**src/rtl/sink_table_search_if.sv**
```systemverilog
// Search request/result bundle for sink_table_search; the master launches, the slave scans.
// match_count exists only when SINK_SEARCH_MATCH_COUNT_EN is defined.
interface sink_table_search_if #(
  parameter int ID_W  = 5,
  parameter int DEPTH = 10,
  parameter int IDX_W = 4,
  parameter int CNT_W = 4
);
  logic                  start;
  logic                  abort;
  logic [ID_W-1:0]       arg_id;
  logic [DEPTH*ID_W-1:0] table_flat;
  logic [CNT_W-1:0]      num_entries;
  logic                  busy;
  logic                  done;
  logic                  found;
  logic [IDX_W-1:0]      match_idx;
`ifdef SINK_SEARCH_MATCH_COUNT_EN
  logic [CNT_W-1:0]      match_count;

  modport master (
    output start, abort, arg_id, table_flat, num_entries,
    input  busy, done, found, match_idx, match_count
  );
  modport slave (
    input  start, abort, arg_id, table_flat, num_entries,
    output busy, done, found, match_idx, match_count
  );
`else
  modport master (
    output start, abort, arg_id, table_flat, num_entries,
    input  busy, done, found, match_idx
  );
  modport slave (
    input  start, abort, arg_id, table_flat, num_entries,
    output busy, done, found, match_idx
  );
`endif
endinterface

```
**src/rtl/sink_table_search.sv**
```systemverilog
// Sequential sink-ID lookup, one table entry per clock; done pulses one cycle after the deciding edge.
// No backpressure: start is only taken in IDLE. SINK_SEARCH_MATCH_COUNT_EN scans all entries and counts matches.
module sink_table_search #(
  parameter int ID_W  = 5,
  parameter int DEPTH = 10,
  parameter int IDX_W = 4,
  parameter int CNT_W = 4
) (
  input logic               clock,
  input logic               reset,
  sink_table_search_if.slave bus
);

  typedef enum logic {IDLE, SCAN} state_t;

  state_t                state;
  logic [ID_W-1:0]       arg_q;
  logic [DEPTH*ID_W-1:0] tbl_q;
  logic [CNT_W-1:0]      n_q;
  logic [IDX_W-1:0]      idx;
  logic                  busy_r;
  logic                  done_r;
  logic                  found_r;
  logic [IDX_W-1:0]      midx_r;

  logic [CNT_W-1:0]      n_in;
  logic [ID_W-1:0]       entry;
  logic                  hit;
  logic                  last;

  // Clamp once at launch so the scan bound never exceeds the table.
  assign n_in  = (bus.num_entries > CNT_W'(DEPTH)) ? CNT_W'(DEPTH) : bus.num_entries;
  assign entry = tbl_q[ID_W*idx +: ID_W];
  assign hit   = (entry == arg_q);
  assign last  = (CNT_W'(idx) == n_q - CNT_W'(1));

  assign bus.busy      = busy_r;
  assign bus.done      = done_r;
  assign bus.found     = found_r;
  assign bus.match_idx = midx_r;

`ifdef SINK_SEARCH_MATCH_COUNT_EN
  logic [CNT_W-1:0] cnt_acc;
  logic [CNT_W-1:0] cnt_next;
  logic [CNT_W-1:0] mcnt_r;
  logic             first_vld;
  logic [IDX_W-1:0] first_idx;

  assign cnt_next        = cnt_acc + CNT_W'(hit);
  assign bus.match_count = mcnt_r;
`endif

  always_ff @(posedge clock or posedge reset) begin
    if (reset) begin
      state   <= IDLE;
      arg_q   <= '0;
      tbl_q   <= '0;
      n_q     <= '0;
      idx     <= '0;
      busy_r  <= 1'b0;
      done_r  <= 1'b0;
      found_r <= 1'b0;
      midx_r  <= '0;
`ifdef SINK_SEARCH_MATCH_COUNT_EN
      cnt_acc   <= '0;
      mcnt_r    <= '0;
      first_vld <= 1'b0;
      first_idx <= '0;
`endif
    end else begin
      done_r <= 1'b0;
      case (state)
        IDLE: begin
          if (bus.start) begin
            arg_q <= bus.arg_id;
            tbl_q <= bus.table_flat;
            n_q   <= n_in;
            idx   <= '0;
`ifdef SINK_SEARCH_MATCH_COUNT_EN
            cnt_acc   <= '0;
            first_vld <= 1'b0;
            first_idx <= '0;
`endif
            if (n_in == '0) begin
              done_r  <= 1'b1;
              found_r <= 1'b0;
              midx_r  <= '0;
`ifdef SINK_SEARCH_MATCH_COUNT_EN
              mcnt_r  <= '0;
`endif
            end else begin
              busy_r <= 1'b1;
              state  <= SCAN;
            end
          end
        end
        SCAN: begin
          // Abort outranks a result landing on the same edge; prior results are kept.
          if (bus.abort) begin
            busy_r <= 1'b0;
            state  <= IDLE;
          end
`ifdef SINK_SEARCH_MATCH_COUNT_EN
          else begin
            cnt_acc <= cnt_next;
            if (hit && !first_vld) begin
              first_vld <= 1'b1;
              first_idx <= idx;
            end
            if (last) begin
              done_r  <= 1'b1;
              busy_r  <= 1'b0;
              state   <= IDLE;
              mcnt_r  <= cnt_next;
              found_r <= (cnt_next != '0);
              midx_r  <= first_vld ? first_idx : (hit ? idx : '0);
            end else begin
              idx <= idx + 1'b1;
            end
          end
`else
          else if (hit) begin
            done_r  <= 1'b1;
            busy_r  <= 1'b0;
            state   <= IDLE;
            found_r <= 1'b1;
            midx_r  <= idx;
          end else if (last) begin
            done_r  <= 1'b1;
            busy_r  <= 1'b0;
            state   <= IDLE;
            found_r <= 1'b0;
            midx_r  <= '0;
          end else begin
            idx <= idx + 1'b1;
          end
`endif
        end
        default: state <= IDLE;
      endcase
    end
  end

endmodule

```
**src/flat_wrapper.sv**
```systemverilog
// flat-port wrapper written by rule: the top's interface ports become plain ports
module sink_table_search_flat 
#(
  parameter int ID_W  = 5,
  parameter int DEPTH = 10,
  parameter int IDX_W = 4,
  parameter int CNT_W = 4
)
  (clock, reset, bus_start, bus_abort, bus_arg_id, bus_table_flat, bus_num_entries, bus_busy, bus_done, bus_found, bus_match_idx);
  sink_table_search_if #(.ID_W(ID_W), .DEPTH(DEPTH), .IDX_W(IDX_W), .CNT_W(CNT_W)) bus_i ();
  input logic clock;
  input logic reset;
  input wire logic [$bits(bus_i.start)-1:0] bus_start;
  input wire logic [$bits(bus_i.abort)-1:0] bus_abort;
  input wire logic [$bits(bus_i.arg_id)-1:0] bus_arg_id;
  input wire logic [$bits(bus_i.table_flat)-1:0] bus_table_flat;
  input wire logic [$bits(bus_i.num_entries)-1:0] bus_num_entries;
  output wire logic [$bits(bus_i.busy)-1:0] bus_busy;
  output wire logic [$bits(bus_i.done)-1:0] bus_done;
  output wire logic [$bits(bus_i.found)-1:0] bus_found;
  output wire logic [$bits(bus_i.match_idx)-1:0] bus_match_idx;
  assign bus_i.start = bus_start;
  assign bus_i.abort = bus_abort;
  assign bus_i.arg_id = bus_arg_id;
  assign bus_i.table_flat = bus_table_flat;
  assign bus_i.num_entries = bus_num_entries;
  assign bus_busy = bus_i.busy;
  assign bus_done = bus_i.done;
  assign bus_found = bus_i.found;
  assign bus_match_idx = bus_i.match_idx;
  sink_table_search #(.ID_W(ID_W), .DEPTH(DEPTH), .IDX_W(IDX_W), .CNT_W(CNT_W)) u_core (.clock(clock), .reset(reset), .bus(bus_i));
endmodule
```
**config.mk**
```make
export PLATFORM = sky130hd
export DESIGN_NAME = sink_table_search_flat
export DESIGN_NICKNAME = d
export VERILOG_FILES = /design/src/rtl/sink_table_search_if.sv /design/src/rtl/sink_table_search.sv /design/src/flat_wrapper.sv
export SDC_FILE = /design/constraint.sdc
export NUM_CORES = 1
export LEC_CHECK = 0
export ABC_AREA = 1
export CORE_MARGIN = 2
export CORE_UTILIZATION = 52
export DETAILED_ROUTE_END_ITERATION = 10
export PLACE_DENSITY = 0.92
export SYNTH_ARGS = -nofsm -noshare
export SYNTH_HDL_FRONTEND = slang
export SYNTH_SLANG_ARGS = --single-unit
export TNS_END_PERCENT = 5
```
**constraint.sdc**
```tcl
create_clock -name clock -period 3.25 [get_ports clock]
set_clock_uncertainty 0.15 [all_clocks]
set_input_delay 0.65 -clock clock [delete_from_list [all_inputs] [get_ports clock]]
set_output_delay 0.65 -clock clock [all_outputs]
set_load 0.05 [all_outputs]
```
* After elaboration in Yosys (flattened, before gate mapping)
Index checks and enable logic that the tools add are counted.
** Operators by class
- Muxes and demuxes :: 35
- Bitwise operators :: 1
- Reductions and logical operators :: 5
- $mul :: 1
- Eq/ne operators :: 10
- Magnitude comparators :: 1
- Add/subtract/negate cells :: 2
- Shift operators :: 1
- Divide/modulo/power cells :: 0
** Operators with widths (number)
- $shiftx 50x8->5 :: 1
- $mux 4 :: 10
- $mux 1 :: 19
- $pmux 4 s2 :: 2
- $ne 2x2->1 const B :: 5
- $pmux 1 s2 :: 4
- $reduce_and 4->1 :: 2
- $mul 3x4->7 const A :: 1
- $eq 5x5->1 :: 1
- $add 4x1->4 const B :: 1
- $eq 4x4->1 :: 1
- $gt 4x4->1 const B :: 1
- $logic_not 4->1 :: 1
- $ne 4x4->1 const B :: 1
- $sub 4x1->4 const B :: 1
- $ne 3x3->1 const B :: 1
- $reduce_and 3->1 :: 1
- $ne 2x1->1 const B :: 1
- $reduce_and 2->1 :: 1
- $not 1->1 :: 1
** Storage, ports and cells
- Memories kept :: 0
- Memory bits (read-only) :: 0
- Word-level logic and storage cells :: 65
- Latch bits :: 0
- Bits in writable memories :: 0
- Flip-flop bits (word level) :: 71

* Depth between registers and ports, before layout
- Depth in word-level cells :: 6
- Gate-level depth with buffers :: 18
- Mapped depth without buffers :: 16

* Worst setup path after synthesis
OpenSTA, ideal clock, no wires.
- Path kind :: flip-flop to flip-flop
- From :: register u_core.idx[1]
- To :: register u_core.idx[3]
- Clock period less this slack :: 1873 ps
- Setup time :: 117 ps
- Arrival time :: 1606 ps
- Path slack :: 1377 ps
- Stages on the path, launching flop included :: 15
- Cells stage by stage :: dfrtp_1 buf_4 buf_4 nor2_1 o21ai_1 nand3_1 nand3_1 nand2_1 nand2_1 a21oi_4 nand2_4 nand3_2 nand2_1 nand2_1 nand2_1
** On the way
- Longest elaborated chain between the ends :: 5
- Elaborated cells on any way between the ends :: 12
- Those cells by class :: add/sub (1); mul (1); eq/ne (4); shift (1); mux (4); reduce/logical (1)
** RTL lines
- from (decl) :: line sink_table_search.sv:20 : logic [IDX_W-1:0] idx;
- from (signal assigned) :: line sink_table_search.sv:135 : idx <= idx + 1'b1;
- $mul 3x4->7 or $add 4x1->4 (tied branches) :: line sink_table_search.sv:33, sink_table_search.sv:135
- $shiftx 50x8->5 or $mux 4 (tied branches) :: line sink_table_search.sv:33, sink_table_search.sv:128
- $eq 5x5->1 or $mux 4 (tied branches) :: line sink_table_search.sv:34, sink_table_search.sv:122
- $ne 2x2->1 (no source line) or $mux 4 (tied branches)
- $reduce_and 4->1 (no source line) or $pmux 4 s2 (tied branches)
Several ways; a longest one is shown, not always the timed one. The select of a mux whose other input is x is not followed.
A chain may end at the register's enable or synchronous reset.

* Final worst setup path
- From :: register u_core.idx[1]
- To :: register u_core.idx[2]
Same word-level chain as after synthesis.

==> impl_results.md <==
* Initial antenna violation count at 0
* Status: finished clean
* Htree depth at 3
* Wire length of the first global-routing pass at 13910 um
* Initial core utilization at 53.09%
* Fmax at 392.0 MHz
* CP max FO at 20
* Pins Over Slew Limit at 0
* CTS sink count at 71
* CTS resizes at 0
* Final min period at 2.551 ns
* Least-Margin Pin Slew at 0.6975 ns
* Max stage delay on crit path at 0.80 ns
* Top delay family on crit path: simple AND/OR/NAND/NOR gates
* Syn_area_per_cell at 7.721 um^2
* Final hold vios at 0
* Critical Path AT at 2.65 ns
* Clock Pin Slew Worst Setup and Hold Paths at 0.07 ns
* Clock buffer depth at 2
* Startpoint types: flip-flop
* Core Rows at 30
* CP Cell Sequence: inv_2 -> nand3_1 -> nand3_1 -> nand3_1 -> nand2_1 -> nand2_1 -> nand2_1 -> a21oi_4 -> nand2_4 -> nand3_2 -> nand2_1 -> nand2_1 -> nand2_1
* Post-Syn Area at 0.003567 mm^2
* Filler Cell Count at 520
* GRT Residual Overflow at 0
* Crit path required time at 3.35 ns
* Slew Limit Headroom at 53.50%
* CP Capture Type: flip-flop
* CP Class: reg2reg
* Max Cap Violations at 0
* Post-synthesis sequential area ratio at 49.81%
* CTS tree: done
* Root Driver: clkbuf_8
* DIE WIDTH at 86.83 um
* Final instance area at 0.004499 mm^2
* Most frequent cells in the layout: 176 x nand2_1, 71 x dfrtp_1, 69 x clkdlybuf4s50_1
* RSZ-0062 raised after global routing: no
* Drt via density at 5.229
* Post-Syn Instances at 462
* Synth-to-Final Area Change at 26.13%
* Drt total wl at 8409 um
* Static leakage at 2.204 nW
* PwrDens at 853.7 mW/mm^2
* # diodes at 0
* Pin count of the biggest net entering global routing at 91
* I/O Pins at 70
* Slowest CP cell: dfrtp_1
* Final GP Congestion at 0.9284
* Routed wire per std cell at 13.74 um
* Vias in the first global route at 3086
* Worst vdd ir at 0.3592 mV
* Via count at 3200
* YS warnings at 0
* Die footprint at 0.007539 mm^2
* PortBufs at 69
* Layout cells sized above 1 at 7.519%
* 1st-iter DRT viols at 275
* Type of the most critical hold path: reg2reg
* Syn_nets at 527
* Skew-Pair Late Insertion Delay at 0.35 ns
* WP buf/inv at 1
* Final Setup Violations at 0
* Most frequent CP cell: nand2_1
* Synth cell types at 31
* Total CTS buffers at 9
* Core Region at 0.006719 mm^2
* Worst Setup Slack, final at 0.6992 ns
* Hold-fix buffers, CTS at 0
* Placed Area at 0.004289 mm^2
* DRC Markers at 0
* Total GRT Usage at 23.85%
* Pre-CTS setup slack at 0.7393 ns
* Postcts setup bufs at 0
* Die height at 86.83 um
* Setup_tns at 0 ns
* Antenna-violating nets left at 0
* Post-DP HPWL at 5871 um
* Most common cell after layout, fill and taps aside: nand2_1
* First-pass iteration count of the detailed router at 7
* #FFs+latches synth at 71
* Crit share post-route at 78.49%
* Final-stage net count at 592
[through the flow]
step                      hold slack [ns]  cells  power [W]  utilization (%)
final                              0.3418    612   0.003841            66.96
after global routing               0.3543    612   0.004119            66.96
after CTS                          0.3374    612   0.003833            66.96
after detailed placement           0.3193    596   0.003074            63.84
after global placement             0.3158    596   0.002988            63.84
after floorplan                    0.2987    462   0.002689                -
[worst register-to-register path, delay by kind of cell (launching register included)]
kind	cells	cell delay [ns]
AOI/OAI and AO/OA	1	0.18
and+or+nand+nor	11	1.10
DFF	1	0.80
buffers and inverters	1	0.21
[cells by family after synthesis]
kind of cell | synth area share (%)
flip-flops | 49.81
AND/OR/NAND/NOR | 29.36
AO/OA/AOI/OAI | 9.681
XOR/XNOR | 1.473
buffers and inverters | 8.979
adder cells (fa/ha/maj) | 0.7014
[report_power, final]
group          internal, W  switching [W]  leakage (nW)  total, W
Combinational     0.000585        0.00101          1.21   0.00159
Sequential         0.00127       0.000235         0.887   0.00151
Clock             0.000418       0.000323         0.103  0.000742
[flip-flops by register name (all words and copies together), names as in the netlist]
| signal | flops |
|---|---|
| u_core.n_q | 4 |
| u_core.bus.found | 1 |
| u_core.bus.done | 1 |
| u_core.state | 1 |
| u_core.arg_q | 5 |
| u_core.idx | 4 |
| u_core.tbl_q | 50 |
| u_core.bus.match_idx | 4 |
| u_core.bus.busy | 1 |
[cells in the mapped netlist]
cell type / count / area [um^2]
nor2_1: 23 / 86.33
inv_1: 40 / 150.1
or2_1: 1 / 6.260
nor4_1: 1 / 6.260
a21oi_4: 1 / 16.27
clkinv_2: 3 / 15.01
nand3_1: 34 / 170.2
o211ai_1: 4 / 30.03
inv_2: 6 / 22.52
xnor2_1: 3 / 26.28
o21ai_1: 8 / 40.04
nor3_2: 1 / 10.01
buf_2: 2 / 10.01
o22ai_1: 1 / 6.260
nand2_1: 176 / 660.6
nand2_4: 4 / 45.04
dfrtp_1: 71 / 1777
nand3b_1: 1 / 7.510
nor3_1: 1 / 5.000
a21boi_0: 1 / 7.510
clkbuf_1: 12 / 45.04
nand3_2: 2 / 20.02
o21ai_0: 44 / 220.2
nor2_4: 1 / 11.26
inv_4: 1 / 6.260
xor2_1: 3 / 26.28
a21oi_1: 5 / 25.02
nand4_1: 3 / 18.77
ha_1: 2 / 25.02
buf_6: 5 / 56.30
buf_4: 2 / 15.01
[final timing paths]
check,slack (ns),to,start,depth (start not counted)
min in group asynchronous,0.46,u_core.tbl_q[36],reset,2
max reg2reg,0.70,u_core.idx[2],u_core.idx[1],13
max in group asynchronous,1.79,u_core.tbl_q[7],reset,3
min reg2reg,0.34,u_core.tbl_q[2],u_core.tbl_q[2],2
max,0.70,u_core.idx[2],u_core.idx[1],13
min,0.34,u_core.tbl_q[2],u_core.tbl_q[2],2
[per-layer routing]
| metal | track usage [%] | vias up | part of all wire, % | routed length, um |
|---|---|---|---|---|
| met3 | 4.762 | 33 | 6.3 | 531 |
| met4 | 11.93 | 0 | 3.3 | 278 |
| li1 | - | 1579 | - | - |
| met5 | 0 | - | 0 | 0 |
| met1 | 31.22 | 1445 | 43 | 3619 |
| met2 | 37.82 | 143 | 47 | 3980 |
[cell type report]
| class | count | area (um^2) | share of cell area (%) |
|---|---|---|---|
| Clock buffer | 14 | 172.7 | 3.838 |
| Clock inverter | 2 | 37.54 | 0.8343 |
| Inverter | 50 | 193.9 | 4.310 |
| Multi-Input combinational cell | 320 | 1470 | 32.68 |
| Sequential cell | 71 | 1777 | 39.49 |
| Tap cell | 80 | 100.1 | 2.225 |
| Timing Repair Buffer | 75 | 748.2 | 16.63 |
Power figures use the tool's default switching activity.
